**config.mk**
```make
export PLATFORM = sky130hd
export DESIGN_NAME = cla_accum_16bit
export DESIGN_NICKNAME = d
export VERILOG_FILES = /design/src/rtl/cla_accum_16bit.sv
export SDC_FILE = /design/constraint.sdc
export NUM_CORES = 1
export LEC_CHECK = 0
export CAP_MARGIN = 20
export CORE_ASPECT_RATIO = 1.5
export CORE_MARGIN = 4
export CORE_UTILIZATION = 47
export DETAILED_ROUTE_END_ITERATION = 8
export PLACE_DENSITY = 0.8
export SYNTH_ARGS = -nofsm -noshare
export SYNTH_HDL_FRONTEND = slang
export SYNTH_SLANG_ARGS = --single-unit
```
**constraint.sdc**
```tcl
create_clock -name clk -period 2.6 [get_ports clk]
set_input_delay 0.52 -clock clk [delete_from_list [all_inputs] [get_ports clk]]
set_output_delay 0.52 -clock clk [all_outputs]
set_load 0.03 [all_outputs]
```
**src/rtl/cla_accum_16bit.sv**
```systemverilog
// rtl/cla_accum_16bit.sv - streaming 16-bit accumulator built around a carry-lookahead adder

// cla_4bit - 4-bit carry-lookahead slice exporting group generate/propagate
module cla_4bit (
  input  logic [3:0] a,
  input  logic [3:0] b,
  input  logic       c_in,
  output logic [3:0] sum,
  output logic       g_grp,
  output logic       p_grp
);

  logic [3:0] g;
  logic [3:0] p;
  logic [3:0] c;

  // Flat lookahead equations for the internal carries of one slice
  always_comb begin
    g = a & b;
    p = a ^ b;
    c[0] = c_in;
    c[1] = g[0] | (p[0] & c_in);
    c[2] = g[1] | (p[1] & g[0]) | (p[1] & p[0] & c_in);
    c[3] = g[2] | (p[2] & g[1]) | (p[2] & p[1] & g[0]) | (p[2] & p[1] & p[0] & c_in);
    sum  = p ^ c;
    g_grp = g[3] | (p[3] & g[2]) | (p[3] & p[2] & g[1]) | (p[3] & p[2] & p[1] & g[0]);
    p_grp = &p;
  end

endmodule

// cla_16bit - two-level carry-lookahead adder made of four 4-bit slices
module cla_16bit (
  input  logic [15:0] a,
  input  logic [15:0] b,
  input  logic        c_in,
  output logic [15:0] sum,
  output logic        c_out
);

  logic [3:0] gg;
  logic [3:0] pg;
  logic [4:0] cg;

  // Second-level lookahead produces every slice carry-in in parallel
  always_comb begin
    cg[0] = c_in;
    cg[1] = gg[0] | (pg[0] & c_in);
    cg[2] = gg[1] | (pg[1] & gg[0]) | (pg[1] & pg[0] & c_in);
    cg[3] = gg[2] | (pg[2] & gg[1]) | (pg[2] & pg[1] & gg[0]) | (pg[2] & pg[1] & pg[0] & c_in);
    cg[4] = gg[3] | (pg[3] & gg[2]) | (pg[3] & pg[2] & gg[1]) | (pg[3] & pg[2] & pg[1] & gg[0])
          | (pg[3] & pg[2] & pg[1] & pg[0] & c_in);
    c_out = cg[4];
  end

  for (genvar i = 0; i < 4; i++) begin : g_slice
    cla_4bit u_slice (
      .a     (a[4*i +: 4]),
      .b     (b[4*i +: 4]),
      .c_in  (cg[i]),
      .sum   (sum[4*i +: 4]),
      .g_grp (gg[i]),
      .p_grp (pg[i])
    );
  end

endmodule

// cla_accum_16bit - accumulates a valid/ready operand stream with sticky flags and beat count
module cla_accum_16bit #(
  parameter int CNT_W    = 8,
  parameter bit SATURATE = 1'b0
) (
  input  logic             clk,
  input  logic             rst,
  input  logic             start,
  input  logic             in_valid,
  output logic             in_ready,
  input  logic [15:0]      in_data,
  input  logic             in_last,
  output logic [15:0]      acc,
  output logic             carry_out,
  output logic             ovf,
  output logic [CNT_W-1:0] count,
  output logic             busy,
  output logic             done
);

  typedef enum logic [1:0] {
    IDLE  = 2'd0,
    ACCUM = 2'd1,
    DONE  = 2'd2
  } state_t;

  state_t state;
  state_t state_nxt;

  logic [15:0] sum;
  logic        c16;
  logic        accept;
  logic        beat_ovf;
  logic [15:0] acc_nxt;

  cla_16bit u_cla (
    .a     (acc),
    .b     (in_data),
    .c_in  (1'b0),
    .sum   (sum),
    .c_out (c16)
  );

  // Beat acceptance, overflow detection and the saturating/wrapping result select
  always_comb begin
    accept   = (state == ACCUM) && in_valid && !start;
    beat_ovf = (acc[15] == in_data[15]) && (sum[15] != acc[15]);
    acc_nxt  = (SATURATE && c16) ? 16'hFFFF : sum;
  end

  // State register
  always_ff @(posedge clk) begin
    if (rst) begin
      state <= IDLE;
    end else begin
      state <= state_nxt;
    end
  end

  // Next-state logic; start always (re)enters ACCUM, the last accepted beat ends the stream
  always_comb begin
    state_nxt = state;
    case (state)
      IDLE:    if (start) state_nxt = ACCUM;
      ACCUM:   if (!start && accept && in_last) state_nxt = DONE;
      DONE:    if (start) state_nxt = ACCUM;
      default: state_nxt = IDLE;
    endcase
  end

  // Running sum, sticky flags and saturating beat counter
  always_ff @(posedge clk) begin
    if (rst || start) begin
      acc       <= '0;
      carry_out <= 1'b0;
      ovf       <= 1'b0;
      count     <= '0;
    end else if (accept) begin
      acc       <= acc_nxt;
      carry_out <= carry_out | c16;
      ovf       <= ovf | beat_ovf;
      if (count != {CNT_W{1'b1}}) begin
        count <= count + {{(CNT_W-1){1'b0}}, 1'b1};
      end
    end
  end

  // Status outputs decode from state only
  always_comb begin
    in_ready = (state == ACCUM);
    busy     = (state == ACCUM);
    done     = (state == DONE);
  end

endmodule

```
Word-level counts from Yosys, hierarchy flattened
Cells that the tools add are included.

storage, ports and cells
  bits in registers = 28
  input port bits = 21
  output and inout bits = 29
  logic and storage cells = 143

operators by class
  add/subtract/negate cells = 1
  equality and inequality tests = 7
  mux-type cells = 3
  bitwise gates (word level) = 113
  reductions and logical operators = 14

operators with widths
  kind                                                             number
  1-bit bitwise AND                                                60
  1-bit bitwise OR                                                 41
  4-bit XOR                                                        8
  4-bit bitwise AND                                                4
  4-bit AND reduction                                              3
  8-bit by 1-bit adder with 8-bit output, second input constant    1
  8-bit != test, second input constant                             1
  1-bit logical AND                                                5
  2-bit 2-to-1 mux                                                 2
  2-bit by 1-bit != test with 1-bit output, second input constant  2
  2-bit one-hot mux with 2 select lines                            1
  2-bit AND reduction                                              2
  2-bit by 1-bit == test with 1-bit output, second input constant  1
  2-bit == test, second input constant                             1
  2-bit zero test                                                  1
  2-bit OR reduction                                               1
  1-bit == test                                                    1
  1-bit zero test                                                  1
  1-bit logical OR                                                 1
  1-bit != test                                                    1

Longest topological paths before layout
Gate-level depths: netlist of run 1.

  word-level depth = 14
  mapped depth = 9
  depth with buffers taken out = 8

Cells and area by module
A second synthesis of run 1 with hierarchy kept.

unflattened totals
  cell total of the unflattened synthesis = 227
  area, all modules = 1,908.1 µm²

modules (own cells, without submodules)
  module           instances  cells an instance  area each (µm²)  sequential area each (µm²)
  cla_accum_16bit  1          134                1,138.6          560.5
  cla_4bit         4          22                 182.7            0.0
  cla_16bit        1          5                  38.8             0.0

Worst setup path before layout of run 1
OpenSTA, ideal clock, no wires.

  kind = input -> register
  from = input in_data[10]
  to = register acc[13]
  arrival time = 2,324 ps
  data required time = 2,514 ps
  setup slack = 190 ps
  stages = 8
  path buffers = 0
  cell sequence = ha_1 > a21oi_2 > a21boi_2 > a2111oi_4 > nand2_2 > fa_1 > xnor2_1 > a211oi_1

between the ends
  cells in the longest elaborated chain, start to end = 10
  elaborated cells between the ends (all ways) = 19
  those cells by class = bitwise: 18; reduce/logical: 1

ends and longest elaborated chain
  item                                                                        line    source
  start: declaration                                                          79      input logic [15:0] in_data,
  4-bit bitwise AND / 4-bit XOR (equally long branches)                       19, 20
  1-bit bitwise AND                                                           26      g_grp = g[3] | (p[3] & g[2]) | (p[3] & p[2] & g[1]) | (p[3] & p[2] & p[1] & g[0]);
  1-bit bitwise OR / 1-bit bitwise AND (equally long branches) (2 in series)  26
  1-bit bitwise OR                                                            26
  1-bit bitwise OR                                                            50      cg[3] = gg[2] | (pg[2] & gg[1]) | (pg[2] & pg[1] & gg[0]) | (pg[2] & pg[1] & pg[0] & c_in);
  1-bit bitwise OR *                                                          50
  1-bit bitwise AND *                                                         22      c[1] = g[0] | (p[0] & c_in);
  1-bit bitwise OR *                                                          22
  4-bit XOR *                                                                 25      sum = p ^ c;
  end signal: assignment                                                      147     acc <= acc_nxt;
  end: declaration                                                            81      output logic [15:0] acc,

Every way passes the cells marked *; elsewhere a longest branch is shown, timed or not.
A chain may end at the register's enable or synchronous reset.

Worst setup path in the final report of run 1
  from = input in_data[1]
  to = register acc[9]

between the ends
  cells in the longest elaborated chain, start to end = 9
  elaborated cells between the ends (all ways) = 12
  those cells by class = bitwise: 12

ends and longest elaborated chain
  item                                                          line    source
  4-bit bitwise AND / 4-bit XOR (equally long branches)         19, 20
  1-bit bitwise AND                                             26
  1-bit bitwise OR / 1-bit bitwise AND (equally long branches)  26
  1-bit bitwise OR *                                            26
  1-bit bitwise AND *                                           49      cg[2] = gg[1] | (pg[1] & gg[0]) | (pg[1] & pg[0] & c_in);
  1-bit bitwise OR *                                            49
  1-bit bitwise AND *                                           22
  1-bit bitwise OR *                                            22
  4-bit XOR *                                                   25

Marked as above.

==> run_results.csv, run 1 <==
group,metric,value,unit
global_route,grt_pass1_vias,1761,
worst_setup_path,crit_slowest_cell,"clkdlybuf4s50_1",
logic_synthesis,synthFlopType,"dfxtp_1",
sta,tightest_slew,466,ps
logic_synthesis,synth.net_count,245,
worst_setup_path,worstPathArrival,2660,ps
worst_setup_path,worstSetupPathType,"input port to flip-flop",
run,cap_violations,0,
worst_hold_path,hold_start,"acc[0]",
worst_hold_path,hold_class,"flip-flop to flip-flop",
worst_setup_path,path_cells,"clkdlybuf4s50_1 -> ha_1 -> a211oi_1 -> o21ai_0 -> a21bo_2 -> fa_1 -> xnor2_1 -> a211oi_1",
worst_setup_path,required,2800,ps
logic_synthesis,ys_ff_latch,28,
finish,seq_area,561,um2
worst_setup_path,slowest_delay,430,ps
cts,cts_root_buffer,"clkbuf_8",
sta,drv_slew,0,
drt,drt_iter0_markers,42,
finish,final_core_util,69.5,%
worst_setup_path,reg2reg_to,"acc[9]",
power_and_ir_drop,cell_internal_pwr,0.742,mW
worst_hold_path,hold_end,"acc[0]",
place,post-place-ws,-252,ps
power_and_ir_drop,power.density,390,nW/um2
sta,fin_ws,136,ps
outcome,run_status,"finished clean",
logic_synthesis,synth-edff-count,0,
sta,fmax,406,MHz
finish,multi_input_area,1190,um2
power_and_ir_drop,vdd_ir_drop_max,0.000331,V
global_route,grt_usage,19.0,%
drt,antenna_left,0,
cts,cts_buffer_depth,2,
worst_setup_path,r2r_cells,7,
worst_setup_path,rr_startpoint,"acc[1]",
floorplanning,rows,27,
floorplanning,coreArea,3650,um2
finish,synthToLayoutAreaGrowth,43.4,%
power_and_ir_drop,power.total,0.988,mW
worst_setup_path,worst-path-buf-inv,1,
logic_synthesis,yosysSeqAreaShare,31.7,%
place,gp_congestion,0.845,
worst_setup_path,crit_top_cell,"a211oi_1",
sta,fin_hold_ws,475,ps
power_and_ir_drop,power_frac_comb,20.0,%
place,port_buffers,49,
logic_synthesis,async_reset_ff_share,0,%
logic_synthesis,netlist_instances,203,
global_route,grt_max_degree,22,
sta,min_period_over_period,94.8,%
cts,clock_sinks,28,
power_and_ir_drop,clockPowerShare,35.2,%
finish,final_layout_size_suffix_gt1_share,14.5,%
power_and_ir_drop,p_sw,0.246,mW
worst_setup_path,path_max_fanout,2,
worst_setup_path,critPathCaptureType,"flip-flop",
cts,ctsHoldBuffers,0,
sta,fin_crit,2460,ps
cts,numCtsBuffers,3,
worst_setup_path,r2r_setup_slack,440,ps
floorplanning,start_util,48.5,%
drt,dr.pass1.iters,4,
cts,clock_latency,280,ps
power_and_ir_drop,netSwitchingFraction,24.9,%
floorplanning,dieHeight,83.1,um
sta,skew,2.76,ps
logic_synthesis,ys_types,44,
sta,setup_viol,0,
logic_synthesis,syn_area,1770,um2
cts,cts.htree.levels,1,
sta,tns,0,ps
power_and_ir_drop,seq_power_share,44.9,%
floorplanning,dieArea,4830,um2
floorplanning,pin_count,50,
worst_hold_path,min_path_cells,2,
global_route,grt_pass1_wl,7.53,mm
drt,wl_per_cell,14.3,um
sta,relSlewSlack,68.7,%
finish,fillers,304,
logic_synthesis,synth.avg_cell_area,8.71,um2
power_and_ir_drop,p_leak,0.970,nW
drt,vias,1727,
sta,finalHoldViolations,0,
floorplanning,die_w,58.1,um
drt,drc,0,
cts,path_clk_slew,100,ps
drt,vias_per_cell,5.54,
finish,nets,312,
global_route,gr-total-overflow,0,
logic_synthesis,synth-warning-count,0,
global_route,antenna_found_initial,0,
place,dpl.hpwl,3.39,mm
worst_setup_path,cpLargestDelayFamily,"compound AO/OA/AOI/OAI gates",
finish,n_antenna_cell,0,
worst_setup_path,start_kind,"input port",
drt,finalWirelength,4.47,mm
cts,tritoncts,"built",
-- power by group through the flow --
stage	clock [mW]	sequential [mW]	combinational [mW]
3_5_place_dp	0	0.453	0.190
4_1_cts	0.356	0.443	0.192
6_report	0.347	0.444	0.197
5_1_grt	0.373	0.445	0.217
2_1_floorplan	0	0.463	0.0948
3_3_place_gp	0	0.453	0.187
-- cells by family (layout without fill, tap and decap cells) --
group	after synthesis	after routing	share of synthesized area, %
simple gates	74	74	20.2
mux	1	1	0.566
fa+ha+maj	21	21	16.6
buf+inv	11	77	3.11
compound gates	54	54	20.9
flops	28	28	31.7
xor+xnor	14	14	6.94
-- cell usage in the layout, fill, tap and decap left out, types with 2 or more instances in the layout --
master           instances
a211oi_1                 8
a21oi_1                 19
a21oi_2                  2
buf_4                   20
clkbuf_8                 3
clkdlybuf4s50_1         49
dfxtp_1                 28
fa_1                     4
ha_1                    14
ha_4                     3
inv_1                    4
nand2_1                 21
nand2b_1                 5
nand3_1                 10
nand4_1                  4
nor2_1                  21
nor2b_1                  3
o21ai_0                  9
o21ai_1                  2
o31ai_1                  3
xnor2_1                 10
xor2_1                   4
-- sequential cells by signal (all words and copies together) (netlist names) --
name and cells:
acc 16, count 8, state 2, carry_out 1
ovf 1
-- through the flow --
stage	area, um2	std cells
after floorplan	1770	203
final	2530	312
after detailed placement	2420	308
after CTS	2490	312
after global placement	2420	308
after global routing	2530	312
-- synth_stat cells (all sizes together) (3+ instances only) --
library cell	number	area [um2]
ha	17	213
clkbuf	3	11.3
dfxtp	28	561
a21oi	21	109
inv	4	15.0
nand3	10	50.1
nand2b	5	31.3
nand4	4	25.0
nor2	22	85.1
nand2	22	85.1
xor2	4	35.0
fa	4	80.1
a211oi	8	60.1
o21ai	11	55.1
o31ai	3	22.5
buf	4	28.8
nor2b	3	18.8
xnor2	10	87.6
-- worst max path at each step --
stage	from	cells after the start	slack (ps)	endpoint
floorplan	in_data[10]	8	190	acc[13]
global placement	in_data[10]	9	-200	acc[13]
detailed placement	in_data[10]	9	-250	acc[13]
CTS	in_data[10]	9	40	acc[13]
global route	in_data[5]	10	-5	ovf
finish	in_data[1]	8	140	acc[9]
-- layer usage --
metal,share of wire [%],wire length (um),vias up,global-route usage (%)
met5,0,0,-,0
met4,1.7,74,0,5.27
met3,4.6,205,8,3.11
met2,53,2360,44,34.0
met1,41,1830,817,22.7
li1,-,-,858,-
-- final cells by class --
| class | instances | area share (%) |
|---|---|---|
| multi-input combinational | 164 | 47.1 |
| timing repair buffer | 69 | 25.3 |
| sequential | 28 | 22.1 |
| tap | 43 | 2.12 |
| clock buffer | 3 | 1.63 |
| clock inverter | 1 | 1.18 |
| inverter | 4 | 0.592 |
-- repair_timing --
action | CTS | global route
endpoints found under the setup margin | 0 | 2
resized for setup | 0 | 4
setup buffers | 0 | 0
-- worst reg2reg max path, delay by kind of cell, from the launching register on --
family / cells / cell delay (ps)
AOI/OAI and AO/OA: 4 / 880
xor gates and xnor gates: 1 / 140
adders and majority gates: 2 / 660
DFF: 1 / 410
Power figures use the tool's default switching activity.
==> inputs of run 2 (changes only) <==
- SKIP_CTS_REPAIR_TIMING: not set -> 1
==> results of run 2 <==
Final layout, timing and power as in run 1 (identical DEF).
==> inputs of run 3 (changes only) <==
- CORE_UTILIZATION: 47 -> 43
- PLACE_DENSITY: 0.8 -> 0.77
- clock period: 2.6 -> 2.1 ns (I/O delays scaled with it)
==> run 3 against run 2 <==
  * Power is 24% higher
  * Hold slack gained 16 ps
  * Flip-flop and latch count stayed put
  * Critical endpoint is now acc[13]
  * Global-route usage is 0.36 points higher
  * Largest power group unchanged
==> run_results.csv, run 3 (synthesis results as in run 1) <==
group,metric,value,unit
sta,fin_crit,2100,ps
power_and_ir_drop,clockPowerShare,31.7,%
finish,n_antenna_cell,0,
worst_setup_path,required,2310,ps
global_route,gr-usage-met2,35.4,%
global_route,grt_pass1_vias,1852,
finish,final_common_cell,"buf_4",
finish,fillers,289,
drt,drc,0,
power_and_ir_drop,power_frac_comb,23.8,%
cts,cts_root_buffer,"clkbuf_8",
drt,vias_per_cell,5.46,
cts,tritoncts,"built",
worst_setup_path,worstSetupPathType,"flip-flop to flip-flop",
sta,relSlewSlack,65.0,%
sta,setup_viol,0,
global_route,grt_usage,19.4,%
finish,reg.largest.list,"acc: 16 flops, count: 8 flops, state: 2 flops",
outcome,run_status,"finished clean",
power_and_ir_drop,power.total,1.23,mW
place,dpl.hpwl,3.64,mm
finish,synthToLayoutAreaGrowth,64.1,%
sta,min_period_over_period,99.9,%
worst_setup_path,rr_startpoint,"acc[10]",
worst_setup_path,r2r_setup_slack,1,ps
drt,vias,1819,
worst_setup_path,cp-endpoint,"acc[13]",
finish,seq_area,582,um2
sta,drv_slew,0,
cts,path_clk_slew,100,ps
finish,multi_input_area,1360,um2
sta,fmax,477,MHz
worst_setup_path,start_kind,"flip-flop",
drt,wl_per_cell,15.2,um
cts,clock_latency,280,ps
worst_setup_path,reg2reg_to,"acc[13]",
floorplanning,dieArea,5220,um2
floorplanning,dieHeight,86.5,um
drt,antenna_left,0,
drt,drt_iter0_markers,99,
power_and_ir_drop,p_leak,1.20,nW
place,port_buffers,49,
global_route,grt_use_met3,4.17,%
power_and_ir_drop,p_sw,0.332,mW
power_and_ir_drop,netSwitchingFraction,27.0,%
cts,cts.htree.levels,1,
floorplanning,coreArea,3960,um2
cts,numCtsBuffers,3,
global_route,met1_usage,21.0,%
global_route,grt_max_degree,22,
global_route,antenna_found_initial,0,
global_route,gr-total-overflow,0,
power_and_ir_drop,power.density,424,nW/um2
sta,tns,0,ps
floorplanning,pin_count,50,
drt,dr.pass1.iters,4,
floorplanning,die_w,60.4,um
sta,tightest_slew,524,ps
sta,skew,3.14,ps
floorplanning,rows,28,
finish,final_cell_mix,"39 x buf_4, 35 x clkdlybuf4s50_1, 20 x nor2_1, 19 x dfxtp_1, 18 x nand2_1",
floorplanning,start_util,44.7,%
drt,finalWirelength,5.05,mm
worst_setup_path,path_max_fanout,4,
global_route,grt.busiest_layer,"met2",
sta,rsz0062_at_grt,"true",
worst_setup_path,crit_start,"acc[10]",
power_and_ir_drop,cell_internal_pwr,0.898,mW
finish,nets,331,
global_route,grt_pass1_wl,7.87,mm
finish,top_register,"acc",
place,gp_congestion,0.879,
finish,largest_reg_flops,16,
run,cap_violations,0,
power_and_ir_drop,seq_power_share,44.4,%
power_and_ir_drop,vdd_ir_drop_max,0.000399,V
cts,cts_buffer_depth,2,
sta,finalHoldViolations,0,
worst_hold_path,hold_class,"flip-flop to flip-flop",
worst_setup_path,r2r_cells,8,
worst_setup_path,worstPathArrival,2310,ps
finish,final_layout_size_suffix_gt1_share,31.3,%
worst_setup_path,critPathCaptureType,"flip-flop",
cts,clock_sinks,28,
==> run 3: changes by cell type in the layout (fill, tap and decap cells not counted), moves of 4 or more <==
cell	change
dfxtp_2	+5
buf_4	+19
dfxtp_1	-9
dfxtp_4	+4
ha_1	-9
ha_4	+8
clkdlybuf4s50_1	-14
dlymetal6s2s_1	+14
==> run 3: area by class of cell <==
class                      count  share of cell area (%)
multi-input combinational    164                    47.0
timing repair buffer          88                    28.2
sequential                    28                    20.1
clock buffer                   4                    2.29
tap                           45                    1.94
inverter                       4                   0.517
==> run 3: how the worst min path moves through the flow <==
stage	endpoint	slack, ps	start	cells after the start
after global routing	acc[6]	500	acc[6]	2
after global placement	acc[6]	460	acc[6]	2
after CTS	acc[6]	470	acc[6]	2
final	acc[6]	490	acc[6]	2
after detailed placement	acc[6]	460	acc[6]	2
after floorplan	state[0]	440	state[1]	1
==> run 3: power groups by stage <==
stage	Combinational [mW]	Clock (mW)	Sequential, mW
floorplan	0.125	0	0.572
global placement	0.264	0	0.558
detailed placement	0.269	0	0.559
CTS	0.271	0.397	0.546
global route	0.315	0.410	0.548
finish	0.293	0.390	0.546
==> run 3: metal layers <==
| metal | wire length, um | share of wire, % | vias to the layer above |
|---|---|---|---|
| met5 | 0 | 0 | - |
| met4 | 139 | 2.8 | 0 |
| met3 | 324 | 6.4 | 15 |
| met2 | 2740 | 54 | 67 |
| li1 | - | - | 898 |
| met1 | 1840 | 37 | 839 |
==> run 3: critical path: stages (launching register included) <==
cell       delay (ps)
dfxtp_4           370
ha_4              230
nand4_1           160
nor2_2             70
a2111oi_4         380
nand2_2           110
fa_2              360
xnor2_2           140
a211oi_1          200
==> run 3: through the flow <==
stage	std cells	utilization, %	hold slack (ps)	setup slack [ps]	instance area [um2]
final	333	73.3	492	1.45	2900
after global routing	333	73.3	499	-126	2900
after CTS	330	68.3	474	-334	2700
after detailed placement	326	66.6	460	-606	2640
after global placement	326	66.6	459	-556	2640
after floorplan	203	-	443	-75.8	1860
==> RTL edit, RTL diff (settings of run 2) <==
Change the parameter `SATURATE` from 1'b0 to 1'b1.
--- a/src/rtl/cla_accum_16bit.sv
+++ b/src/rtl/cla_accum_16bit.sv
@@ -70,5 +70,5 @@
 module cla_accum_16bit #(
   parameter int CNT_W    = 8,
-  parameter bit SATURATE = 1'b0
+  parameter bit SATURATE = 1'b1
 ) (
   input  logic             clk,
Behaviour: not the same (Yosys sat finds a counterexample within 4 cycles, from zero or initial values and one cycle with rst high).
==> RTL edit against run 2 <==
Final area up 0.54%. Wire length fell by 2.0%. Sequential cell count unchanged. Sequential share of layout area shrank 0.12 points. Area after synthesis grew 1.6%. Final cell count increased by 0.32%. Setup slack got worse by 31 ps. Total power is 2.2% higher. Highest routed layer unchanged.
==> RTL edit: results (changes against run 2) <==
stage	metric	value	unit	change
sta	fin_worst_skew	6.959	ps	was 2.759 ps
global_routing	grt_use_total	19.01	%	about the same
drt	route.met2.wl	2255	um	was 2364 um
pwr	vdd.ir_drop.worst	0.2746	mV	was 0.3306 mV
outcome	outcome	completed		unchanged
drt	wl_met1	1877	um	was 1825 um
global_routing	grt_start_max_net_pins	20		was 22
synthesis	synthTopCellsByArea	dfxtp_1 31%, ha_1 12%, o21ai_0 6.4%		was dfxtp_1 32%, ha_1 12%, a21oi_1 5.7%
synthesis	synth_nets	243		was 245
pwr	swShare	25.76	%	was 24.94%
pwr	leakage	1.055	nW	was 0.9703 nW
final_layout	multiInputGateArea	0.001166	mm^2	was 0.001194 mm^2
drt	drt_iter0_markers	59		was 42
final_layout	n_all_inverters	11		was 4
synthesis	seq_area_frac_synth	31.22	%	was 31.71%
global_routing	use_met3	2.477	%	was 3.110%
global_routing	use_met1	23.17	%	was 22.68%
pwr	p_sw	0.0002602	W	was 0.0002465 W
critical_path	cp.arrival	2680	ps	was 2660 ps
synthesis	ys_types	47		was 44
floorplanning	die_w	58.47	um	was 58.08 um
sta	worst_pin_slew	430.7	ps	was 466.4 ps
pwr	pwr-share-comb	21.3	%	was 20.0%
pwr	powerDensity	396.3	mW/mm^2	was 389.9 mW/mm^2
place	place_congestion	0.8561		was 0.8450
global_routing	grt_util_met2	32.66	%	was 33.95%
final_layout	clk_share	2.798	%	was 2.813%
global_routing	grt_pass1_wl	7486	um	was 7534 um
final_layout	seq_cells	28		unchanged
final_layout	finalNetCount	313		was 312
final_layout	buffers	71		was 69
drt	finalWirelength	4381	um	was 4469 um
critical_path	cp_top_family	adder cells		was compound AO/OA/AOI/OAI gates
RTL edit: cell count changes in the layout (fill, tap and decap cells not counted), sizes merged, moves of 6 or more:
| cell | change |
|---|---|
| a211oi | -6 |
| a21oi | +10 |
| inv | +7 |
| nand2 | -7 |
| nand3 | -8 |
| nor2 | -10 |
| o21ai | +12 |
RTL edit: final timing paths:
kind,startpoint,endpoint,slack (ps),cells after the start
setup / recovery,in_data[1],acc[13],100,9
hold / removal,state[1],state[0],460,1
setup reg to reg,acc[1],acc[13],410,8
hold reg to reg,state[1],state[0],460,1
RTL edit: cells by family (layout without fill, tap and decap cells):
family	after synthesis	in the layout	share of synthesized area, %
buf+inv	17	86	4.181
compound gates	71	71	25.92
xor+xnor	15	15	7.317
simple gates	48	48	14.50
fa+ha+maj	21	21	16.31
mux	1	1	0.5575
flops	28	28	31.22
RTL edit: stage by stage:
step                instances  setup slack [ps]
global placement          309            -170.1
detailed placement        309            -199.7
finish                    313             104.9
CTS                       313             102.9
global route              313             32.17
floorplan                 201             249.4
